`src/rtl/scan_pkg.sv`:
```
// Shared state encoding and code-width constants for the decoder scan sequencer.
package scan_pkg;

  localparam int CODE_W   = 4;
  localparam int MAX_CODE = 15;

  typedef enum logic [1:0] {
    S_IDLE = 2'd0,
    S_RUN  = 2'd1,
    S_DONE = 2'd2
  } state_e;

endpackage

```
`src/rtl/scan_prescaler.sv`:
```
// 8-bit tick generator: one-cycle tick every PRESCALE enabled cycles, synchronous clear.
module scan_prescaler
  import scan_pkg::*;
#(
  parameter int PRESCALE = 4
) (
  input  logic clk,
  input  logic rst,
  input  logic clr_i,
  input  logic en_i,
  output logic tick_o
);

  localparam logic [7:0] TOP = 8'(PRESCALE - 1);

  logic [7:0] cnt_q, cnt_d;

  always_comb begin
    cnt_d = cnt_q;
    if (clr_i) begin
      cnt_d = '0;
    end else if (en_i) begin
      cnt_d = (cnt_q == TOP) ? 8'd0 : cnt_q + 8'd1;
    end
  end

  always_ff @(posedge clk or posedge rst) begin
    if (rst) begin
      cnt_q <= '0;
    end else begin
      cnt_q <= cnt_d;
    end
  end

  assign tick_o = en_i && !clr_i && (cnt_q == TOP);

endmodule

```
`src/rtl/decoder_scan_sequencer.sv`:
```
// Drives I3..I0/en of a 4-to-16 decoder, scanning 0..LAST up or down, one-shot or continuous.
// Optional macro SCAN_BLANK_EN inserts a one-cycle en=0 blank at every code change.
module decoder_scan_sequencer
  import scan_pkg::*;
#(
  parameter int PRESCALE = 4,
  parameter int LAST     = 15
) (
  input  logic clk,
  input  logic rst,
  input  logic start,
  input  logic stop,
  input  logic mode,
  input  logic dir,
  output logic I0,
  output logic I1,
  output logic I2,
  output logic I3,
  output logic en,
  output logic busy,
  output logic done
);

  localparam logic [CODE_W-1:0] LAST_C = CODE_W'((LAST > MAX_CODE) ? MAX_CODE : LAST);

`ifdef SCAN_BLANK_EN
  localparam logic BLANK = 1'b1;
`else
  localparam logic BLANK = 1'b0;
`endif

  state_e            state_q, state_d;
  logic [CODE_W-1:0] code_q, code_d;
  logic              en_q, en_d;
  logic              busy_q, busy_d;
  logic              done_q, done_d;
  logic              mode_q, mode_d;
  logic              dir_q, dir_d;
  logic              tick;
  logic              at_end;
  logic [CODE_W-1:0] start_val;

  // Prescaler only advances while en is high, so a blank cycle never eats into a code's hold time.
  scan_prescaler #(
    .PRESCALE (PRESCALE)
  ) u_prescaler (
    .clk    (clk),
    .rst    (rst),
    .clr_i  (state_q != S_RUN),
    .en_i   (en_q),
    .tick_o (tick)
  );

  assign at_end    = dir_q ? (code_q == '0) : (code_q == LAST_C);
  assign start_val = dir_q ? LAST_C : '0;

  always_comb begin
    state_d = state_q;
    code_d  = code_q;
    en_d    = 1'b0;
    busy_d  = 1'b0;
    done_d  = 1'b0;
    mode_d  = mode_q;
    dir_d   = dir_q;
    case (state_q)
      S_IDLE: begin
        if (start && !stop) begin
          state_d = S_RUN;
          code_d  = dir ? LAST_C : '0;
          en_d    = 1'b1;
          busy_d  = 1'b1;
          mode_d  = mode;
          dir_d   = dir;
        end
      end
      S_RUN: begin
        if (stop) begin
          state_d = S_IDLE;
        end else begin
          busy_d = 1'b1;
          en_d   = 1'b1;
          if (tick) begin
            if (!at_end) begin
              code_d = dir_q ? code_q - 4'd1 : code_q + 4'd1;
              en_d   = !BLANK;
            end else if (mode_q) begin
              code_d = start_val;
              en_d   = !BLANK;
            end else begin
              state_d = S_DONE;
              en_d    = 1'b0;
              busy_d  = 1'b0;
              done_d  = 1'b1;
            end
          end
        end
      end
      S_DONE: begin
        state_d = S_IDLE;
      end
      default: begin
        state_d = S_IDLE;
      end
    endcase
  end

  always_ff @(posedge clk or posedge rst) begin
    if (rst) begin
      state_q <= S_IDLE;
      code_q  <= '0;
      en_q    <= 1'b0;
      busy_q  <= 1'b0;
      done_q  <= 1'b0;
      mode_q  <= 1'b0;
      dir_q   <= 1'b0;
    end else begin
      state_q <= state_d;
      code_q  <= code_d;
      en_q    <= en_d;
      busy_q  <= busy_d;
      done_q  <= done_d;
      mode_q  <= mode_d;
      dir_q   <= dir_d;
    end
  end

  assign I0   = code_q[0];
  assign I1   = code_q[1];
  assign I2   = code_q[2];
  assign I3   = code_q[3];
  assign en   = en_q;
  assign busy = busy_q;
  assign done = done_q;

endmodule

```
`config.mk`:
```
export PLATFORM = sky130hd
export DESIGN_NAME = decoder_scan_sequencer
export DESIGN_NICKNAME = d
export VERILOG_FILES = /design/src/rtl/scan_pkg.sv /design/src/rtl/scan_prescaler.sv /design/src/rtl/decoder_scan_sequencer.sv
export SDC_FILE = /design/constraint.sdc
export NUM_CORES = 1
export LEC_CHECK = 0
export ABC_AREA = 1
export BUFFER_PORTS_ARGS = -buffer_cell sky130_fd_sc_hd__buf_2
export CORE_ASPECT_RATIO = 0.75
export CORE_MARGIN = 4
export CORE_UTILIZATION = 60
export CTS_BUF_LIST = sky130_fd_sc_hd__clkbuf_4 sky130_fd_sc_hd__clkbuf_8 sky130_fd_sc_hd__clkbuf_16
export CTS_CLUSTER_SIZE = 24
export DETAILED_ROUTE_END_ITERATION = 6
export GPL_TIMING_DRIVEN = 0
export PLACE_DENSITY = 0.83
export SYNTH_ARGS = -nofsm -noshare
export SYNTH_HDL_FRONTEND = slang
export SYNTH_SLANG_ARGS = --single-unit
```
`constraint.sdc`:
```
create_clock -name clk -period 3.2 [get_ports clk]
set_input_delay 0.48 -clock clk [delete_from_list [all_inputs] [get_ports clk]]
set_output_delay 0.48 -clock clk [all_outputs]
set_load 0.01 [all_outputs]
```
; Yosys cells after proc, flatten, opt, wreduce, memory -nomap -nowiden
; Cells that the tools add are included.
; W data, S select, Z words.
[classes]
muxes = 30
n_reduce_logical = 12
eq_ne = 11
add_sub_neg = 3
[ops]
columns = operator, n
row1 = $mux W4, 8
row2 = $mux W8, 3
row3 = $ne A3 B3 Y1 const B, 4
row4 = $mux W1, 11
row5 = $mux W2, 5
row6 = $add A8 B1 Y8 const B, 1
row7 = $eq A8 B2 Y1 const B, 1
row8 = $pmux W4 S2, 1
row9 = $ne A2 B2 Y1 const B, 3
row10 = $reduce_and A5 Y1, 1
row11 = $add A4 B1 Y4 const B, 1
row12 = $eq A4 B4 Y1 const B, 1
row13 = $logic_not A4 Y1, 1
row14 = $pmux W2 S2, 1
row15 = $reduce_and A4 Y1, 1
row16 = $reduce_bool A2 Y1, 2
row17 = $sub A4 B1 Y4 const B, 1
row18 = $logic_and A1 B1 Y1, 3
row19 = $eq A2 B1 Y1 const B, 1
row20 = $logic_not A1 Y1, 2
row21 = $logic_not A2 Y1, 1
row22 = $ne A2 B1 Y1 const B, 1
row23 = $pmux W1 S2, 1
row24 = $reduce_and A2 Y1, 1
[totals]
wordCells = 63
ff_bits = 18
output_inout_bits = 7
input_bits = 6

; Longest topological paths before layout
[logic_depth]
word_depth = 7
ltp_mapped = 11
ltp_nobuf = 11

; By module
; Synthesis repeated with hierarchy kept, for this count alone.
[unflattened]
cells_unflattened = 156
area_unflattened_um2 = 1147.4
[modules_own_cells]
columns = module, instances, area_each_um2, seq_area_each_um2, cells_per_inst
row1 = decoder_scan_sequencer, 1, 661.9, 250.2, 86
row2 = scan_prescaler, 1, 485.5, 200.2, 70

; Worst setup path before layout
; No wires, ideal clock.
[synth_timing]
path_kind = flip-flop to flip-flop
start = register code_q[0]
end = register code_q[2]
setup_time_ps = 116
setup_slack_ps = 1727
path_buffers = 0
stages_incl_launch_ff = 10
period_less_slack_ps = 1473
arrival_time_ps = 1356
required_ps = 3084
path_cell_list = dfrtp_1 -> inv_1 -> fa_1 -> xnor2_1 -> nand2_1 -> nand2_1 -> nand2_1 -> nand2_1 -> nand2_1 -> nand2_1
[synth_via]
elab_chain_len = 6
word_cells_on_any_way = 12
cone_classes = 2 x add/sub / 2 x eq/ne / 6 x mux / 2 x reduce/logical
[synth_lines]
columns = element, line
row1 = start: declaration, decoder_scan_sequencer.sv:33  ; logic [CODE_W-1:0] code_q, code_d;
row2 = start signal: assignment, decoder_scan_sequencer.sv:118  ; code_q <= code_d;
row3 = "$add A4 B1 Y4, or another cell as far along", decoder_scan_sequencer.sv:84  ; code_d = dir_q ? code_q - 4'd1 : code_q + 4'd1;
row4 = $mux W4 or $mux W1 (tied branches), "decoder_scan_sequencer.sv:84, decoder_scan_sequencer.sv:54"
row5 = $mux W4, decoder_scan_sequencer.sv:83  ; if (!at_end) begin
row6 = $mux W4, decoder_scan_sequencer.sv:82  ; if (tick) begin
row7 = $mux W4, decoder_scan_sequencer.sv:77  ; if (stop) begin
row8 = $pmux W4 S2, decoder_scan_sequencer.sv:65  ; case (state_q)
; Parallel ways exist; a longest one is shown, timed or not. The select of a mux whose other input is x is not followed.
; A chain may end at the register's enable or synchronous reset.

; Worst setup path in the final report
[layout_timing]
start = register dir_q
end = register code_q[1]
[layout_via]
elab_chain_len = 6
word_cells_on_any_way = 10
cone_classes = 1 x eq/ne / 8 x mux / 1 x reduce/logical
[layout_lines]
columns = element, line
row1 = start: declaration, decoder_scan_sequencer.sv:38  ; logic dir_q, dir_d;
row2 = start signal: assignment, decoder_scan_sequencer.sv:123  ; dir_q <= dir_d;
row3 = $mux W4, decoder_scan_sequencer.sv:55  ; assign start_val = dir_q ? LAST_C : '0;
row4 = $mux W4, decoder_scan_sequencer.sv:86  ; end else if (mode_q) begin
row5 = $mux W4, decoder_scan_sequencer.sv:83
row6 = $mux W4, decoder_scan_sequencer.sv:82
row7 = $mux W4, decoder_scan_sequencer.sv:77
row8 = $pmux W4 S2, decoder_scan_sequencer.sv:65
; Parallel ways exist; a longest one is shown, timed or not. The select of a mux whose other input is x is not followed.

==> results.py <==
metrics = {
    "status": {
        "outcome": "complete, no violations",
    },
    "critical_path": {
        "crit_path_end_kind": "flop",
        "rr_endpoint": "code_q[1]",
        "start_kind": "flop",
        "r2r_cells": 9,
        "timing.rr.start": "dir_q",
        "cp_max_fo": 6,
        "crit_type": "flop to flop",
        "r2r_slack_ns": 1.64,
        "cp.required_ns": 3.38,
        "cp_data_arrival_time_ns": 1.75,
    },
    "detailed_routing": {
        "drcViolationCount": 0,
        "vias_per_cell": 5.194,
        "wl_per_cell_um": 11.35,
        "drt_wl_total_um": 2043,
        "ant_nets": 0,
        "drtPass1Iterations": 4,
        "vias": 935,
        "drt_iter0_markers": 11,
    },
    "floorplanning": {
        "initial_core_util_pct": 63.84,
        "core_area_sq_um": 1740,
        "die_x_um": 57.69,
        "io_pins": 13,
        "die_area_sq_um": 2611,
        "fp.dieH_um": 45.27,
        "fp-row-count": 13,
    },
    "layout": {
        "area_growth_syn_to_layout_pct": 9.910,
        "fin_nets": 170,
        "drive_gt1_share_pct": 24.05,
        "nFillCells": 153,
        "diodes": 0,
    },
    "clock_network": {
        "numCtsBuffers": 3,
        "cts.reportedPaths.clkPinSlew_ns": 0.09,
        "cts_tree": "yes",
        "postCtsSetupBuffers": 0,
        "clockRootBuffer": "clkbuf_4",
        "hold_buffers": 0,
        "clk_path_buf_depth": 2,
        "ctsResizeCount": 0,
        "clkSinkCount": 18,
        "htree_levels": 1,
        "insertion_delay_ns": 0.29,
    },
    "sta": {
        "setup_viol": 0,
        "max_clock_freq_ghz": 0.6408,
        "worstMarginPinSlew_ns": 0.6651,
        "skew_ns": 0.007577,
        "finalSetupTns_ns": 0,
        "slew_viol_final": 0,
        "hold_viol": 0,
        "fin_crit_ns": 1.561,
        "max-slew-margin-rel_pct": 55.61,
        "rsz0062_at_grt": "false",
        "post-route-period-util_pct": 48.77,
        "holdWs_ns": 0.2620,
    },
    "yosys": {
        "synth_area_leader_cell": "dfrtp_1",
        "synth_top_area_share_pct": 40.54,
        "ys_seq_elements": 18,
        "ys_top_cells_by_area": "dfrtp_1 (41%), nand2_1 (15%), inv_1 (5.7%), nand3_1 (4.1%), ha_1 (3.4%)",
        "synthesis.area_sq_um": 1111,
        "ys_seq_area_share_pct": 40.54,
        "synthDistinctLibCells": 27,
        "syn_area_per_cell_sq_um": 7.770,
        "synth_nets": 153,
        "yosys_warnings": 0,
        "synth_cells": 143,
    },
    "power": {
        "peakVddDrop_mv": 0.4417,
        "power.density_nw_per_um2": 550.2,
        "p_leak_nw": 0.6270,
    },
    "global_routing": {
        "grt_pass1_vias": 890,
        "gr-total-overflow": 0,
        "grt_pass1_wl_um": 3698,
        "antenna_found_initial": 0,
        "grt_usage_pct": 19.08,
        "grt_start_max_net_pins": 19,
    },
    "placement": {
        "detailed_place_hpwl_um": 1689,
        "finalWeightedCongestion": 0.7695,
        "io_buffers": 12,
    },
    "job": {
        "cap_violations": 0,
    },
    "worst_hold_path": {
        "worstHoldPathType": "input port to async pin",
    },
}
## per-layer routing
| metal | global-route usage, % | share of wire, % | vias up |
|---|---|---|---|
| met1 | 24.68 | 48 | 435 |
| met5 | 0 | 0 | - |
| met3 | 6.857 | 5.6 | 2 |
| met4 | 5.556 | 0.49 | 0 |
| li1 | - | - | 482 |
| met2 | 30.41 | 46 | 16 |
## layout by cell type (no fill, tap or decap), drive strengths merged
master	count
ha	3
buf	13
nand4	1
nor3	2
fa	1
xor2	1
xnor2	2
a21oi	4
o22ai	3
inv	21
clkbuf	3
nand2	50
mux2	1
o21ai	9
dfrtp	18
nor2	13
a22o	1
nand3	12
## cells by family (layout without fill, tap and decap cells)
family,Yosys count,after routing,share of synthesized area [%]
AOI/OAI and AO/OA,17,17,9.347
muxes,1,1,1.013
buffers and inverters,22,37,7.996
and+or+nand+nor,78,78,33.56
DFF,18,18,40.54
adders and majority gates,4,4,5.181
xor gates and xnor gates,3,3,2.365
## state kept, by name, summed over array words and instances (netlist names)
signal,count
u_prescaler.cnt_q,8
dir_q,1
mode_q,1
done,1
code_q,4
state_q,2
busy,1
## cells in the mapped netlist
cell type,n
a21oi_1,3
a21oi_2,1
a22o_1,1
buf_4,1
dfrtp_1,18
fa_1,1
ha_1,3
inv_1,17
inv_2,3
inv_4,1
mux2_2,1
nand2_1,44
nand2_2,6
nand3_1,9
nand3_2,2
nand3_4,1
nand4_1,1
nor2_1,8
nor2_2,3
nor2_4,2
nor3_1,2
o21ai_0,5
o21ai_1,2
o21ai_2,2
o22ai_1,3
xnor2_1,2
xor2_1,1
## how the worst max path moves through the flow
stage / cells past startpoint / slack, ns / from / end
after floorplan: 9 / 1.73 / code_q[0] / code_q[2]
after global placement: 9 / 1.68 / code_q[0] / code_q[1]
after detailed placement: 9 / 1.65 / code_q[0] / code_q[1]
after CTS: 9 / 1.63 / code_q[0] / code_q[1]
after global routing: 10 / 1.47 / dir_q / code_q[3]
final: 9 / 1.64 / dir_q / code_q[1]
## cell type report
class | count | area, sq um | share of cell area (%)
clock buffer | 3 | 22.52 | 1.844
buffer | 1 | 7.507 | 0.6148
tap | 22 | 27.53 | 2.254
multi-input combinational | 103 | 571.8 | 46.82
sequential | 18 | 450.4 | 36.89
inverter | 21 | 81.33 | 6.660
timing repair buffer | 12 | 60.06 | 4.918
## per-stage QoR
stage / area (sq um) / util [%] / cells / setup slack (ns) / power, mW
after floorplan: 1111 / - / 143 / 1.727 / 0.4983
after global placement: 1199 / 68.87 / 177 / 1.676 / 0.5568
after detailed placement: 1199 / 68.87 / 177 / 1.646 / 0.5687
after CTS: 1221 / 70.17 / 180 / 1.632 / 0.6790
after global routing: 1221 / 70.17 / 180 / 1.471 / 0.7408
final: 1221 / 70.17 / 180 / 1.639 / 0.6718
## report_power, final
| group | switching, mW | internal [mW] | leakage, nW |
|---|---|---|---|
| clock network | 0.0639 | 0.0439 | 0.0138 |
| registers | 0.0410 | 0.255 | 0.237 |
| logic | 0.160 | 0.108 | 0.376 |
## critical path, stage by stage, from the launching register on
cell and delay (ns):
dfrtp_1 0.47, inv_1 0.13, fa_1 0.50, inv_1 0.04, nand2_1 0.05, nand2_1 0.05
nand2_1 0.05, nand2_1 0.05, nand2_1 0.06, nand2_1 0.05
(Power assumes the default switching activity.)
